`config.mk`:
```
export PLATFORM = sky130hd
export DESIGN_NAME = fp_dp_fix2fp
export DESIGN_NICKNAME = d
export VERILOG_FILES = /design/src/rtl/fp_dp_fix2fp.sv
export SDC_FILE = /design/constraint.sdc
export NUM_CORES = 1
export LEC_CHECK = 0
export CAP_MARGIN = 20
export CORE_ASPECT_RATIO = 0.7
export CORE_MARGIN = 4
export CORE_UTILIZATION = 45
export DETAILED_ROUTE_END_ITERATION = 8
export GPL_TIMING_DRIVEN = 0
export PLACE_DENSITY_LB_ADDON = 0.05
export SKIP_LAST_GASP = 1
export SLEW_MARGIN = 20
export SYNTH_ARGS = -nofsm -noshare
export SYNTH_HDL_FRONTEND = slang
export SYNTH_SLANG_ARGS = --single-unit
```
`constraint.sdc`:
```
create_clock -name clk -period 3.6 [get_ports clk]
set_clock_uncertainty 0.1 [all_clocks]
set_input_delay 0.72 -clock clk [delete_from_list [all_inputs] [get_ports clk]]
set_output_delay 0.72 -clock clk [all_outputs]
set_load 0.05 [all_outputs]
```
`src/rtl/fp_dp_fix2fp.sv`:
```
// Pipelined 64-bit integer (signed/unsigned) to IEEE-754 binary64 converter.
// Round-to-nearest-even, 4-cycle latency from acceptance, one op per cycle, no stall.
module fp_dp_fix2fp #(
    parameter int unsigned DATA_WIDTH = 64,
    parameter int unsigned TAG_WIDTH  = 8
) (
    input  logic                  clk,
    input  logic                  rst,
    input  logic                  valid_in,
    input  logic [DATA_WIDTH-1:0] op0,
    input  logic                  op_signed,
    input  logic [TAG_WIDTH-1:0]  tag_in,
    output logic                  valid_out,
    output logic [DATA_WIDTH-1:0] res,
    output logic [TAG_WIDTH-1:0]  tag_out
);

    // acceptance registers
    logic                  v0;
    logic [DATA_WIDTH-1:0] op0_q;
    logic                  signed_q;
    logic [TAG_WIDTH-1:0]  tag0;

    // stage 1: sign / magnitude
    logic                  v1;
    logic                  sign1;
    logic [DATA_WIDTH-1:0] mag1;
    logic [TAG_WIDTH-1:0]  tag1;

    // stage 2: leading-zero count
    logic                  v2;
    logic                  sign2;
    logic [DATA_WIDTH-1:0] mag2;
    logic [6:0]            lzc2;
    logic                  zero2;
    logic [TAG_WIDTH-1:0]  tag2;

    // stage 3: normalized value without its implicit leading one
    logic                  v3;
    logic                  sign3;
    logic [62:0]           nrm3;
    logic [10:0]           exp3;
    logic                  zero3;
    logic [TAG_WIDTH-1:0]  tag3;

    logic                  sign_c;
    logic [DATA_WIDTH-1:0] mag_c;
    logic [6:0]            lzc_c;
    logic [62:0]           nrm_c;
    logic [10:0]           exp_c;
    logic                  round_up;
    logic [52:0]           mant_sum;
    logic [10:0]           exp_r;
    logic [DATA_WIDTH-1:0] res_c;

    always_comb begin
        sign_c = signed_q & op0_q[63];
        mag_c  = sign_c ? (~op0_q + 64'd1) : op0_q;
    end

    // Last set bit wins, so the highest set bit determines the count.
    always_comb begin
        lzc_c = 7'd64;
        for (int unsigned i = 0; i < 64; i++) begin
            if (mag1[i]) lzc_c = 7'(63 - i);
        end
    end

    always_comb begin
        nrm_c = 63'(mag2 << lzc2);
        exp_c = 11'd1086 - {4'd0, lzc2};
    end

    // A carry out of the 52-bit mantissa leaves mant_sum[51:0] at zero and bumps the exponent.
    always_comb begin
        round_up = nrm3[10] & ((|nrm3[9:0]) | nrm3[11]);
        mant_sum = {1'b0, nrm3[62:11]} + {52'd0, round_up};
        exp_r    = mant_sum[52] ? (exp3 + 11'd1) : exp3;
        res_c    = zero3 ? '0 : {sign3, exp_r, mant_sum[51:0]};
    end

    always_ff @(posedge clk or negedge rst) begin
        if (!rst) begin
            v0        <= 1'b0;
            op0_q     <= '0;
            signed_q  <= 1'b0;
            tag0      <= '0;
            v1        <= 1'b0;
            sign1     <= 1'b0;
            mag1      <= '0;
            tag1      <= '0;
            v2        <= 1'b0;
            sign2     <= 1'b0;
            mag2      <= '0;
            lzc2      <= '0;
            zero2     <= 1'b0;
            tag2      <= '0;
            v3        <= 1'b0;
            sign3     <= 1'b0;
            nrm3      <= '0;
            exp3      <= '0;
            zero3     <= 1'b0;
            tag3      <= '0;
            valid_out <= 1'b0;
            res       <= '0;
            tag_out   <= '0;
        end else begin
            v0        <= valid_in;
            op0_q     <= op0;
            signed_q  <= op_signed;
            tag0      <= tag_in;

            v1        <= v0;
            sign1     <= sign_c;
            mag1      <= mag_c;
            tag1      <= tag0;

            v2        <= v1;
            sign2     <= sign1;
            mag2      <= mag1;
            lzc2      <= lzc_c;
            zero2     <= (mag1 == '0);
            tag2      <= tag1;

            v3        <= v2;
            sign3     <= sign2;
            nrm3      <= nrm_c;
            exp3      <= exp_c;
            zero3     <= zero2;
            tag3      <= tag2;

            valid_out <= v3;
            res       <= res_c;
            tag_out   <= tag3;
        end
    end

endmodule

```
==> Yosys cells after proc, flatten, opt, wreduce, memory -nomap -nowiden <==
Index checks and enable logic that the tools add are counted.
{ "totals": {"ff_bits": 388, "latch_bits": 0, "ramBits": 0, "romBits": 0, "input_bits": 76, "output_inout_bits": 73, "word_cells": 101, "memories": 0} }
{ "op_classes": {"addsub": 4, "n_mul": 0, "div_mod_pow": 0, "order_cmp": 0, "eq_ne": 0, "shifts": 1, "n_mux": 67, "bitwise": 4, "n_reduce_logical": 2} }
{ "ops": {"columns": ["cell", "count"], "rows": [
  ["$mux W7", 64],
  ["$mux W64", 2],
  ["$add A64 B1 Y64 const B", 1],
  ["$logic_not A64 Y1", 1],
  ["$not A64 Y64", 1],
  ["$shl A64 B7 Y63", 1],
  ["$add A52 B1 Y53", 1],
  ["$add A11 B1 Y11 const B", 1],
  ["$mux W11", 1],
  ["$sub A11 B7 Y11 const A", 1],
  ["$reduce_or A10 Y1", 1],
  ["$and A1 B1 Y1", 2],
  ["$or A1 B1 Y1", 1]
]} }

==> Logic depth before layout (Yosys ltp) <==
{ "logic_depth": {"ltp_word": 64, "ltp_mapped": 11, "mapped_depth_nobuf": 8} }

==> Worst setup path after synthesis <==
OpenSTA, ideal clock, no wires.
{ "synth_timing": {"path_type": "reg-to-reg", "startpoint": "register op0_q[30]", "endpoint": "register mag1[55]", "setup_ns": 0.128, "arrival_time_ns": 2.422, "required_ns": 3.372, "path_slack_ns": 0.951, "path_stages_with_launch": 7, "path_buffers": 0, "period_less_slack_ns": 2.649, "cell_sequence": "dfrtp_1 -> or4_1 -> or4_4 -> or4_4 -> nor3_4 -> a21oi_1 -> xor2_1"} }
{ "synth_via": {"elab_chain_cells": 3} }
{ "synth_lines": {"columns": ["item", "line_no", "rtl"], "rows": [
  ["start: declaration", "20", "logic [DATA_WIDTH-1:0] op0_q;"],
  ["start signal: assignment", "109", "op0_q <= op0;"],
  ["$not A64 Y64", "58", "mag_c = sign_c ? (~op0_q + 64'd1) : op0_q;"],
  ["$add A64 B1 Y64", "58", null],
  ["$mux W64", "58", null],
  ["named net mag_c[55]", "47", "logic [DATA_WIDTH-1:0] mag_c;"],
  ["end signal: assignment", "115", "mag1 <= mag_c;"],
  ["end: declaration", "27", "logic [DATA_WIDTH-1:0] mag1;"]
]} }
The timed path passes the listed nets, and every way through them passes these cells.

==> Worst setup path in the final report <==
{ "layout_timing": {"startpoint": "register lzc2[1]", "endpoint": "register nrm3[62]"} }
{ "layout_via": {"elab_chain_cells": 1} }
{ "layout_lines": {"columns": ["item", "line_no", "rtl"], "rows": [
  ["start: declaration", "34", "logic [6:0] lzc2;"],
  ["start signal: assignment", "121", "lzc2 <= lzc_c;"],
  ["$shl A64 B7 Y63", "70", "nrm_c = 63'(mag2 << lzc2);"],
  ["named net nrm_c[62]", "49", "logic [62:0] nrm_c;"],
  ["end signal: assignment", "127", "nrm3 <= nrm_c;"],
  ["end: declaration", "41", "logic [62:0] nrm3;"]
]} }
The timed path passes the listed nets, and every way through them passes these cells.

==> flow_summary.yaml <==
outcome:
  outcome: "finished clean"
logic_synthesis:
  synth_seq_cells: 387
  synth-seq-area-share_pct: 56.5
  synth_nets: 1610
  synth_top_cell_by_area: "dfrtp_1"
  ys_types: 66
  synth.top_cell.area_share_pct: 56.5
  synth_area_per_cell_sq_um: 11.2
  synth_common_cells: "dfrtp_1, nor2_1, nand2_1"
  synthMostInstantiatedCell: "dfrtp_1"
  synthFlopType: "dfrtp_1"
  synthCells: 1530
  synth-async-reset-ratio_pct: 100
  synth_area_sq_um: 17100
  synth_edf_count: 0
  ys.warnings.count: 0
  synth_area_leaders: "dfrtp_1, nor2_1, mux2i_1, mux2_2, xnor2_1"
floorplan:
  die_area_sq_um: 41300
  fp.dieW_microns: 241
  core_area_sq_um: 37400
  ios: 149
  die_y_microns: 171
  row_count: 59
  start_util_pct: 45.9
sta:
  timing.final.hold_violations: 0
  hold_slack_ps: 101
  setup_viol: 0
  worst_pin_slew_ps: 1110
  min_period_ps: 3580
  rsz0062_at_grt: "true"
  min_period_over_period_pct: 99.6
  max_freq_mhz: 279
  maxSlewHeadroom_pct: 25.4
  drv_slew: 0
layout:
  synthToLayoutAreaGrowth_pct: 20.3
  nets: 1801
  postLayoutCellArea_sq_um: 20600
  fill_cells: 3241
  layout-drive-gt1-share_pct: 9.33
grt:
  grt_util_all_layers_pct: 24.9
  grt_max_degree: 107
  use_met3_pct: 7.71
  antenna_found_initial: 2
  grt_pass1_vias: 12662
  use_met2_pct: 32.0
  grt_pass1_wl_microns: 77600
  grt-ovfl-total: 0
  use_met1_pct: 41.1
  grt.busiest_layer: "met1"
critical_path:
  worstSetupStartpointType: "flip-flop"
  end_kind: "flip-flop"
  reg2reg_depth: 8
  cp-endpoint: "nrm3[62]"
  rrSetupSlack_ps: 20
  startpoint: "lzc2[1]"
  r2r_end: "nrm3[62]"
  path_max_fanout: 10
  r2r-start: "lzc2[1]"
  arrival_ps: 3880
  criticalPathCategory: "reg2reg"
  required_ps: 3890
power_and_ir_drop:
  vdd_drop_max_mv: 0.519
  cellLeakagePower_nw: 8.38
  p_per_area_nw_per_um2: 636
  finalPower_mw: 13.1
clocking:
  cts_made_buffers: 38
  htreeDepth: 2
  clockRootBuffer: "clkbuf_16"
  cts.path.max_buffers: 3
  cts_resized: 0
  postCtsSetupRepairBufs: 0
  hold_buffers: 0
  cts.clk_slew.worst_paths_ps: 60
  clkSinkCount: 387
  clk_latency_ps: 550
  cts_tree: "built"
route:
  vias_per_cell: 5.84
  wl_microns: 51300
  via_count: 13066
  wl_per_cell_microns: 22.9
  ant_nets: 0
  drt_iter0_markers: 1524
  remaining_drc_errors: 0
  firstDrtPassIters: 5
place:
  io_buffers: 148
  place_congestion: 1.01
  dp.final_hpwl_microns: 40200
  placed_cell_area_sq_um: 19300
worst_hold_path:
  hold_path_class: "in2async"
run:
  max_cap_viol_count: 0
## sequential cells by signal, indices dropped and copies added, names as in the netlist, 7 cells and up
| name | flops |
|---|---|
| nrm3 | 63 |
| tag0 | 8 |
| res | 64 |
| tag_out | 8 |
| tag2 | 8 |
| op0_q | 64 |
| mag2 | 63 |
| tag1 | 8 |
| mag1 | 64 |
| lzc2 | 7 |
| exp3 | 11 |
| tag3 | 8 |
## critical path, stage by stage (launching register included)
cell and delay, ps:
dfrtp_1 410, clkbuf_1 240, buf_2 290, buf_2 350
mux4_2 390, mux2_2 320, o21ai_0 860, mux2_2 350
o221ai_1 120
## layout make-up
| class | instances | area, sq um | share of cell area, % |
|---|---|---|---|
| antenna | 2 | 5.00 | 0.0243 |
| buffer | 76 | 302 | 1.46 |
| clock buffer | 52 | 1080 | 5.26 |
| clock inverter | 14 | 198 | 0.959 |
| inverter | 36 | 135 | 0.656 |
| multi-input combinational | 1031 | 7030 | 34.1 |
| sequential | 387 | 9680 | 47.0 |
| tap | 488 | 611 | 2.96 |
| timing repair buffer | 151 | 1570 | 7.61 |
## worst min path at each step
| stage | startpoint | end | slack, ps | cells past startpoint |
|---|---|---|---|---|
| after floorplan | sign1 | sign2 | 230 | 0 |
| after global placement | tag2[0] | tag3[0] | 230 | 0 |
| after detailed placement | v2 | v3 | 230 | 0 |
| after CTS | rst | valid_out | 120 | 1 |
| after global routing | rst | v3 | 150 | 1 |
| final | rst | valid_out | 100 | 1 |
## cell families (layout without fill, tap and decap cells)
family	Yosys count	in the layout	share of synthesized area (%)
buf+inv	112	329	2.54
xor+xnor	119	119	6.08
other cells	0	2	0
simple gates	497	497	14.2
fa+ha+maj	4	4	0.292
flops	387	387	56.5
mux	127	127	9.17
compound gates	284	284	11.2
## power by group
group / internal (mW) / switching (mW)
Combinational: 1.26 / 2.35
Sequential: 4.98 / 0.474
Clock: 2.40 / 1.64
Total: 8.64 / 4.47
## stage by stage
stage,setup TNS [ps],util (%),instances,setup slack [ps]
4_1_cts,0,55.1,2235,4.47
3_5_place_dp,0,51.7,2169,38.9
5_1_grt,-31.6,55.2,2235,-31.6
2_1_floorplan,0,-,1530,951
6_report,0,55.2,2237,15.9
3_3_place_gp,-5487820,51.5,2166,-14230
## cell usage in the layout, fill, tap and decap left out, types with 36 or more instances in the layout
master,n
nor3_1,52
a21oi_1,44
xnor2_1,60
mux2_2,50
nand2_1,85
xor2_1,59
dfrtp_1,387
clkdlybuf4s50_1,147
nand3_1,36
clkbuf_1,66
o21ai_0,59
clkbuf_16,39
nor2_1,181
mux2i_1,58
## routing by layer
metal | vias up | part of all wire, %
li1 | 5889 | -
met1 | 6590 | 51
met2 | 526 | 38
met3 | 61 | 10
met4 | 0 | 1.3
met5 | - | 0
Note: power is estimated with default switching activity, not from simulation.
